`src/rtl/cpu_pmp.sv`:
```
// Physical Memory Protection unit: software-writable pmpcfg/pmpaddr table with registered CSR reads
// and NUM_PORTS registered permission lookups. NAPOT matching is built only with CPU_PMP_NAPOT_EN.
module cpu_pmp #(
    parameter int         NUM_ENTRIES = 16,
    parameter int         NUM_PORTS   = 2,
    parameter logic [2:0] DEFAULT_RWX = 3'b111
) (
    input  logic                   clk_i,
    input  logic                   reset_i,
    input  logic [11:0]            read_addr_i,
    input  logic                   read_enable_i,
    output logic [31:0]            read_data_o,
    input  logic [11:0]            write_addr_i,
    input  logic [31:0]            write_data_i,
    input  logic                   write_enable_i,
    input  logic [32*NUM_PORTS-1:0] lookup_addr_i,
    input  logic [NUM_PORTS-1:0]   lookup_valid_i,
    output logic [3*NUM_PORTS-1:0] lookup_rwx_o,
    output logic [NUM_PORTS-1:0]   lookup_valid_o,
    output logic [5*NUM_PORTS-1:0] lookup_entry_o
);

    typedef enum logic [1:0] {
        A_OFF   = 2'd0,
        A_TOR   = 2'd1,
        A_NA4   = 2'd2,
        A_NAPOT = 2'd3
    } pmpMode_e;

    localparam logic [4:0] NO_ENTRY = 5'h1F;

    // The table is always 16 deep; entries at or above NUM_ENTRIES are never written and stay OFF.
    logic [7:0]  cfg_q     [16];
    logic [7:0]  cfg_d     [16];
    logic [31:0] pmpAddr_q [16];
    logic [31:0] pmpAddr_d [16];

    logic [31:0]            readData_q;
    logic [31:0]            readData_d;
    logic [NUM_PORTS-1:0]   lookupValid_q;
    logic [3*NUM_PORTS-1:0] lookupRwx_q;
    logic [3*NUM_PORTS-1:0] lookupRwx_d;
    logic [5*NUM_PORTS-1:0] lookupEntry_q;
    logic [5*NUM_PORTS-1:0] lookupEntry_d;

    logic cfgWrite;
    logic addrWrite;
    logic cfgRead;
    logic addrRead;

    assign cfgWrite  = write_enable_i && (write_addr_i[11:2] == 10'h0E8);
    assign addrWrite = write_enable_i && (write_addr_i[11:4] == 8'h3B);
    assign cfgRead   = (read_addr_i[11:2] == 10'h0E8);
    assign addrRead  = (read_addr_i[11:4] == 8'h3B);

    function automatic logic [7:0] legalizeCfg(input logic [7:0] raw);
        logic [1:0] mode;
        mode = raw[4:3];
`ifndef CPU_PMP_NAPOT_EN
        if (mode == A_NAPOT) begin
            mode = A_OFF;
        end
`endif
        return {raw[7], 2'b00, mode, raw[2], raw[1] & raw[0], raw[0]};
    endfunction

    // A locked TOR entry also freezes the pmpaddr below it, since that address is its lower bound.
    logic [15:0] addrLocked;
    for (genvar i = 0; i < 16; i++) begin : gLock
        if (i + 1 < NUM_ENTRIES) begin : gWithNext
            assign addrLocked[i] = cfg_q[i][7] | (cfg_q[i+1][7] & (cfg_q[i+1][4:3] == A_TOR));
        end else begin : gLast
            assign addrLocked[i] = cfg_q[i][7];
        end
    end

    always_comb begin
        cfg_d     = cfg_q;
        pmpAddr_d = pmpAddr_q;
        for (int i = 0; i < 16; i++) begin
            if (i < NUM_ENTRIES) begin
                if (cfgWrite && (write_addr_i[1:0] == i[3:2]) && !cfg_q[i][7]) begin
                    cfg_d[i] = legalizeCfg(write_data_i[{i[1:0], 3'b000} +: 8]);
                end
                if (addrWrite && (write_addr_i[3:0] == i[3:0]) && !addrLocked[i]) begin
                    pmpAddr_d[i] = write_data_i;
                end
            end
        end
    end

    always_comb begin
        readData_d = '0;
        if (read_enable_i) begin
            for (int i = 0; i < 16; i++) begin
                if (i < NUM_ENTRIES) begin
                    if (cfgRead && (read_addr_i[1:0] == i[3:2])) begin
                        readData_d[{i[1:0], 3'b000} +: 8] = cfg_q[i];
                    end
                    if (addrRead && (read_addr_i[3:0] == i[3:0])) begin
                        readData_d = pmpAddr_q[i];
                    end
                end
            end
        end
    end

    logic [31:0] torLower [NUM_ENTRIES];
`ifdef CPU_PMP_NAPOT_EN
    logic [31:0] napotMask [NUM_ENTRIES];
`endif
    for (genvar e = 0; e < NUM_ENTRIES; e++) begin : gEntry
        if (e == 0) begin : gFirst
            assign torLower[e] = '0;
        end else begin : gRest
            assign torLower[e] = pmpAddr_q[e-1];
        end
`ifdef CPU_PMP_NAPOT_EN
        assign napotMask[e] = pmpAddr_q[e] ^ (pmpAddr_q[e] + 32'd1);
`endif
    end

    // Byte offset bits never take part in matching; the table works in 4-byte words.
    logic [2*NUM_PORTS-1:0] unusedAddrBits;
    logic [NUM_PORTS*NUM_ENTRIES-1:0] entryHit;
    for (genvar p = 0; p < NUM_PORTS; p++) begin : gPort
        logic [31:0] wordAddr;
        assign wordAddr = {2'b00, lookup_addr_i[32*p+2 +: 30]};
        assign unusedAddrBits[2*p +: 2] = lookup_addr_i[32*p +: 2];
        for (genvar e = 0; e < NUM_ENTRIES; e++) begin : gCmp
            logic torHit;
            logic na4Hit;
            logic napotHit;
            assign torHit = (cfg_q[e][4:3] == A_TOR) && (wordAddr >= torLower[e])
                            && (wordAddr < pmpAddr_q[e]);
            assign na4Hit = (cfg_q[e][4:3] == A_NA4) && (wordAddr == pmpAddr_q[e]);
`ifdef CPU_PMP_NAPOT_EN
            assign napotHit = (cfg_q[e][4:3] == A_NAPOT)
                              && (((wordAddr ^ pmpAddr_q[e]) & ~napotMask[e]) == 32'd0);
`else
            assign napotHit = 1'b0;
`endif
            assign entryHit[p*NUM_ENTRIES+e] = torHit | na4Hit | napotHit;
        end
    end

    // Scan from the top so the lowest-indexed hit is the one left standing.
    always_comb begin
        lookupRwx_d   = '0;
        lookupEntry_d = {NUM_PORTS{NO_ENTRY}};
        for (int p = 0; p < NUM_PORTS; p++) begin
            if (lookup_valid_i[p]) begin
                lookupRwx_d[3*p +: 3] = DEFAULT_RWX;
                for (int e = NUM_ENTRIES - 1; e >= 0; e--) begin
                    if (entryHit[p*NUM_ENTRIES+e]) begin
                        lookupRwx_d[3*p +: 3]   = {cfg_q[e][0], cfg_q[e][1], cfg_q[e][2]};
                        lookupEntry_d[5*p +: 5] = e[4:0];
                    end
                end
            end
        end
    end

    always_ff @(posedge clk_i) begin
        if (reset_i) begin
            for (int i = 0; i < 16; i++) begin
                cfg_q[i]     <= '0;
                pmpAddr_q[i] <= '0;
            end
            readData_q    <= '0;
            lookupValid_q <= '0;
            lookupRwx_q   <= '0;
            lookupEntry_q <= {NUM_PORTS{NO_ENTRY}};
        end else begin
            cfg_q         <= cfg_d;
            pmpAddr_q     <= pmpAddr_d;
            readData_q    <= readData_d;
            lookupValid_q <= lookup_valid_i;
            lookupRwx_q   <= lookupRwx_d;
            lookupEntry_q <= lookupEntry_d;
        end
    end

    assign read_data_o    = readData_q;
    assign lookup_valid_o = lookupValid_q;
    assign lookup_rwx_o   = lookupRwx_q;
    assign lookup_entry_o = lookupEntry_q;

endmodule

```
`config.mk`:
```
export PLATFORM = sky130hd
export DESIGN_NAME = cpu_pmp
export DESIGN_NICKNAME = d
export VERILOG_FILES = /design/src/rtl/cpu_pmp.sv
export SDC_FILE = /design/constraint.sdc
export NUM_CORES = 2
export LEC_CHECK = 0
export ABC_AREA = 1
export BUFFER_PORTS_ARGS = -buffer_cell sky130_fd_sc_hd__buf_2
export CAP_MARGIN = 20
export CELL_PAD_IN_SITES_DETAIL_PLACEMENT = 0
export CELL_PAD_IN_SITES_GLOBAL_PLACEMENT = 1
export CORE_UTILIZATION = 45
export DETAILED_ROUTE_END_ITERATION = 8
export PLACE_DENSITY_LB_ADDON = 0.12
export SYNTH_ARGS = -nofsm -noshare
export SYNTH_HDL_FRONTEND = slang
export SYNTH_SLANG_ARGS = --single-unit
export TNS_END_PERCENT = 30
```
`constraint.sdc`:
```
create_clock -name clk_i -period 5.5 [get_ports clk_i]
set_input_delay 0.275 -clock clk_i [delete_from_list [all_inputs] [get_ports clk_i]]
set_output_delay 0.275 -clock clk_i [all_outputs]
set_load 0.005 [all_outputs]
```
==> summary.txt <==
Floorplanning
  • Die height: 340.3 um
  • Core box area: 113000 um^2
  • Starting density of the core: 45.58%
  • Die extent in x: 340.3 um
  • Row count: 123
  • Die area: 115800 um^2
  • # IOs: 176

Worst setup path
  • Worst Reg-to-Reg Cells: 16
  • Crit end category: flip-flop
  • Crit path launch type: flip-flop
  • Most used cell, CP: nand2_1
  • CP Class: reg2reg
  • Cell Chain, Critical Path: inv_1, ha_1, nand2_1, nor2_1, nand4_1, nor4_1, nand2_1, nand3_1, nand2_1, o21ai_1, nor2_1, nand2_1, nand2_1, nand3_1, a31oi_1, o21ai_0
  • CP max stage cell: nor4_1
  • Req. time, crit path: 5.98 ns
  • Worst Path Arrival: 4.53 ns
  • Max Fanout on Critical Path: 8
  • Slowest cell delay on critical path: 0.92 ns
  • R2R Setup Slk: 1.45 ns

Synth
  • Mapped Cells: 7171
  • Synth unique cells: 64
  • Register area share after synthesis: 25.59%
  • Flops & latches, synth: about 660
  • Top cells by area, synth: dfxtp_1 26%, ha_1 23%, nand2_1 8.4%, a211oi_1 8.0%, a21oi_1 7.1%
  • Mapped cell area: 51490 um^2
  • Post-synth top cells: 1152 x nand2_1, 960 x ha_1, 898 x inv_1, 885 x nor2_1, 731 x a21oi_1
  • Ys Warns: 0
  • Top cell type's share of synthesized area: 25.59%
  • Syn_area_per_cell: 7.180 um^2
  • Number of synthesized flops with an enable pin: 0
  • Count leader, synth: nand2_1
  • Ys flop type: dfxtp_1
  • Area leader, netlist: dfxtp_1
  • Post-Syn Nets: about 8300
  • Post-synth ARST share: 0%

Drt
  • Routed len/inst: approximately 24 um
  • Vias per std cell: 5.736
  • DRC: 0
  • Pre-Repair DR Iteration Count: 5
  • Starting DRT DRC Count: roughly 4700
  • ANT nets after route: 0
  • Final wirelength: 213900 um
  • DR vias: between 50000 and 60000

Global route
  • Number of global-route vias before repair: 46267
  • Most Crowded Layer GR: met2
  • Initial antenna violation count: 7
  • Met1 Usage GRT: 50.69%
  • Met2 usage: between 50% and 60%
  • Largest net degree at the start of global routing: 166
  • Gr ovfl total: 0
  • Total GRT Usage: 36.01%
  • First-pass GRT wire length: 308000 um
  • Met3 Use GR: 5.228%

Place
  • PortBufs: 171
  • Post-DP HPWL: 170100 um
  • Post-DP Area: 54050 um^2
  • Gpl congestion: 0.9571

Timing
  • Final setup fails: 0
  • Period Utilization, post-route: 73.58%
  • RSZ-0062 raised after global routing: no
  • TNS Setup: 0 ns
  • Maximum operating frequency: 0.2471 GHz
  • Worst-case clock skew: 0.02628 ns
  • Slew headroom: 21.55%
  • Final hold viol count: 0
  • Worst Max-Slew Pin Slew: 1.166 ns
  • Max-slew violations: 0
  • Post-route minimum period: 4.047 ns

Cells and area
  • Fin nets: 8358
  • Final instance area: 56950 um^2
  • Area occupied by multi-input gates: 33910 um^2
  • Ratio of cells with drive above 1 in the final layout: about 6.9%
  • Register area: about 13000 um^2
  • P&R area growth vs syn: 10.62%
  • Fill cells: 11518

Worst hold path
  • Hold crit path type: in2reg
  • Hold depth: 3

Power and ir drop
  • Pwr dens: 213.0 nW/um^2
  • Final Power: 0.01213 W
  • Peak supply drop: 233.9 uV
  • Lkg Pwr: ~23 nW

Clock tree
  • Worst-Skew Late Latency: 0.68 ns
  • CTS tree: yes
  • CTS Buf Count: 83
  • Root Driver: clkbuf_16
  • Clk sinks: 658
  • H-tree depth: 3
  • Reg clk slew, reported paths: about 0.06 ns
  • CTS max path bufs: 3

Flow run
  • # Max-Cap Violations: 0

Run status
  • Outcome: finished clean
-- metal layers --
metal / share of wire [%] / wire length [um]
met1: 46 / 97660
met2: 43 / 91540
met3: 7.5 / 16020
met4: 4.0 / 8633
met5: 0.0075 / 16
-- area by class of cell --
cell class / count / area share, %
antenna: 4 / 0.01757
clock buffer: 118 / 4.288
clock inverter: 35 / 0.6942
inverter: 945 / 6.228
multi-input combinational: 5321 / 59.55
sequential: 658 / 23.13
tap: 1500 / 3.295
timing repair buffer: 263 / 2.803
-- report_power, final --
part           total (W)  leakage (nW)  switching, W  internal, W
Clock            0.00584          1.41       0.00241      0.00342
Combinational    0.00152          16.1       0.00106     0.000464
Sequential       0.00477          5.30    0.00000153      0.00477
Total             0.0121          22.8       0.00347      0.00866
-- cell usage in the layout, fill, tap and decap left out, types with 35 or more instances in the layout --
cell type  instances
nor3_1            42
nand4_1          147
nor2_1           880
a211oi_1         550
clkbuf_16         86
o21ai_1           44
a21oi_1          731
nand2_1         1152
nor4_1            39
inv_2             35
ha_1             960
o21ai_0          325
nand3_1          162
inv_1            897
dfxtp_1          658
buf_2            170
buf_4             87
-- registers in the layout, indices dropped and copies added, names as in the netlist --
signal and flops:
addrLocked 1, cfg_q 95, lookup_entry_o 10, lookup_rwx_o 6, lookup_valid_o 2, pmpAddr_q 512
read_data_o 32
-- final timing paths --
kind	start	to
min	write_data_i[0]	cfg_q[25]
min reg2reg	pmpAddr_q[411]	pmpAddr_q[411]
max	pmpAddr_q[182]	lookup_entry_o[1]
max reg2reg	pmpAddr_q[182]	lookup_entry_o[1]
-- critical path, delay by kind of cell, from the launching register on --
| kind | cells | cell delay, ns |
|---|---|---|
| and+or+nand+nor | 11 | 2.13 |
| DFF | 1 | 0.35 |
| adders and majority gates | 1 | 0.28 |
| buffers and inverters | 1 | 0.08 |
| AOI/OAI and AO/OA | 3 | 1.00 |
-- per-stage QoR --
step	std cells	hold WS (ns)	worst slack (ns)	util (%)
detailed placement	8683	0.4824	1.424	47.85
global route	8840	0.02112	1.324	50.41
global placement	8683	0.4773	1.409	47.85
CTS	8839	0.007373	1.643	50.39
finish	8844	0.04150	1.453	50.42
floorplan	7171	0.4181	3.062	-
-- what timing repair did --
item / in CTS / in global routing
endpoints found under the hold margin: 8 / 0
setup endpoints to repair: 0 / 0
gates resized for setup: 0 / 0
hold buffers: 3 / 0
setup buffers: 0 / 0
-- cells by family (layout without fill, tap and decap cells) --
family	Yosys count	count (layout)	share of synthesized area [%]
simple gates	2509	2509	20.45
compound gates	1852	1852	21.82
buf+inv	1192	1361	8.812
fa+ha+maj	960	960	23.33
flops	658	658	25.59
other cells	0	4	0
(Power assumes the default switching activity.)
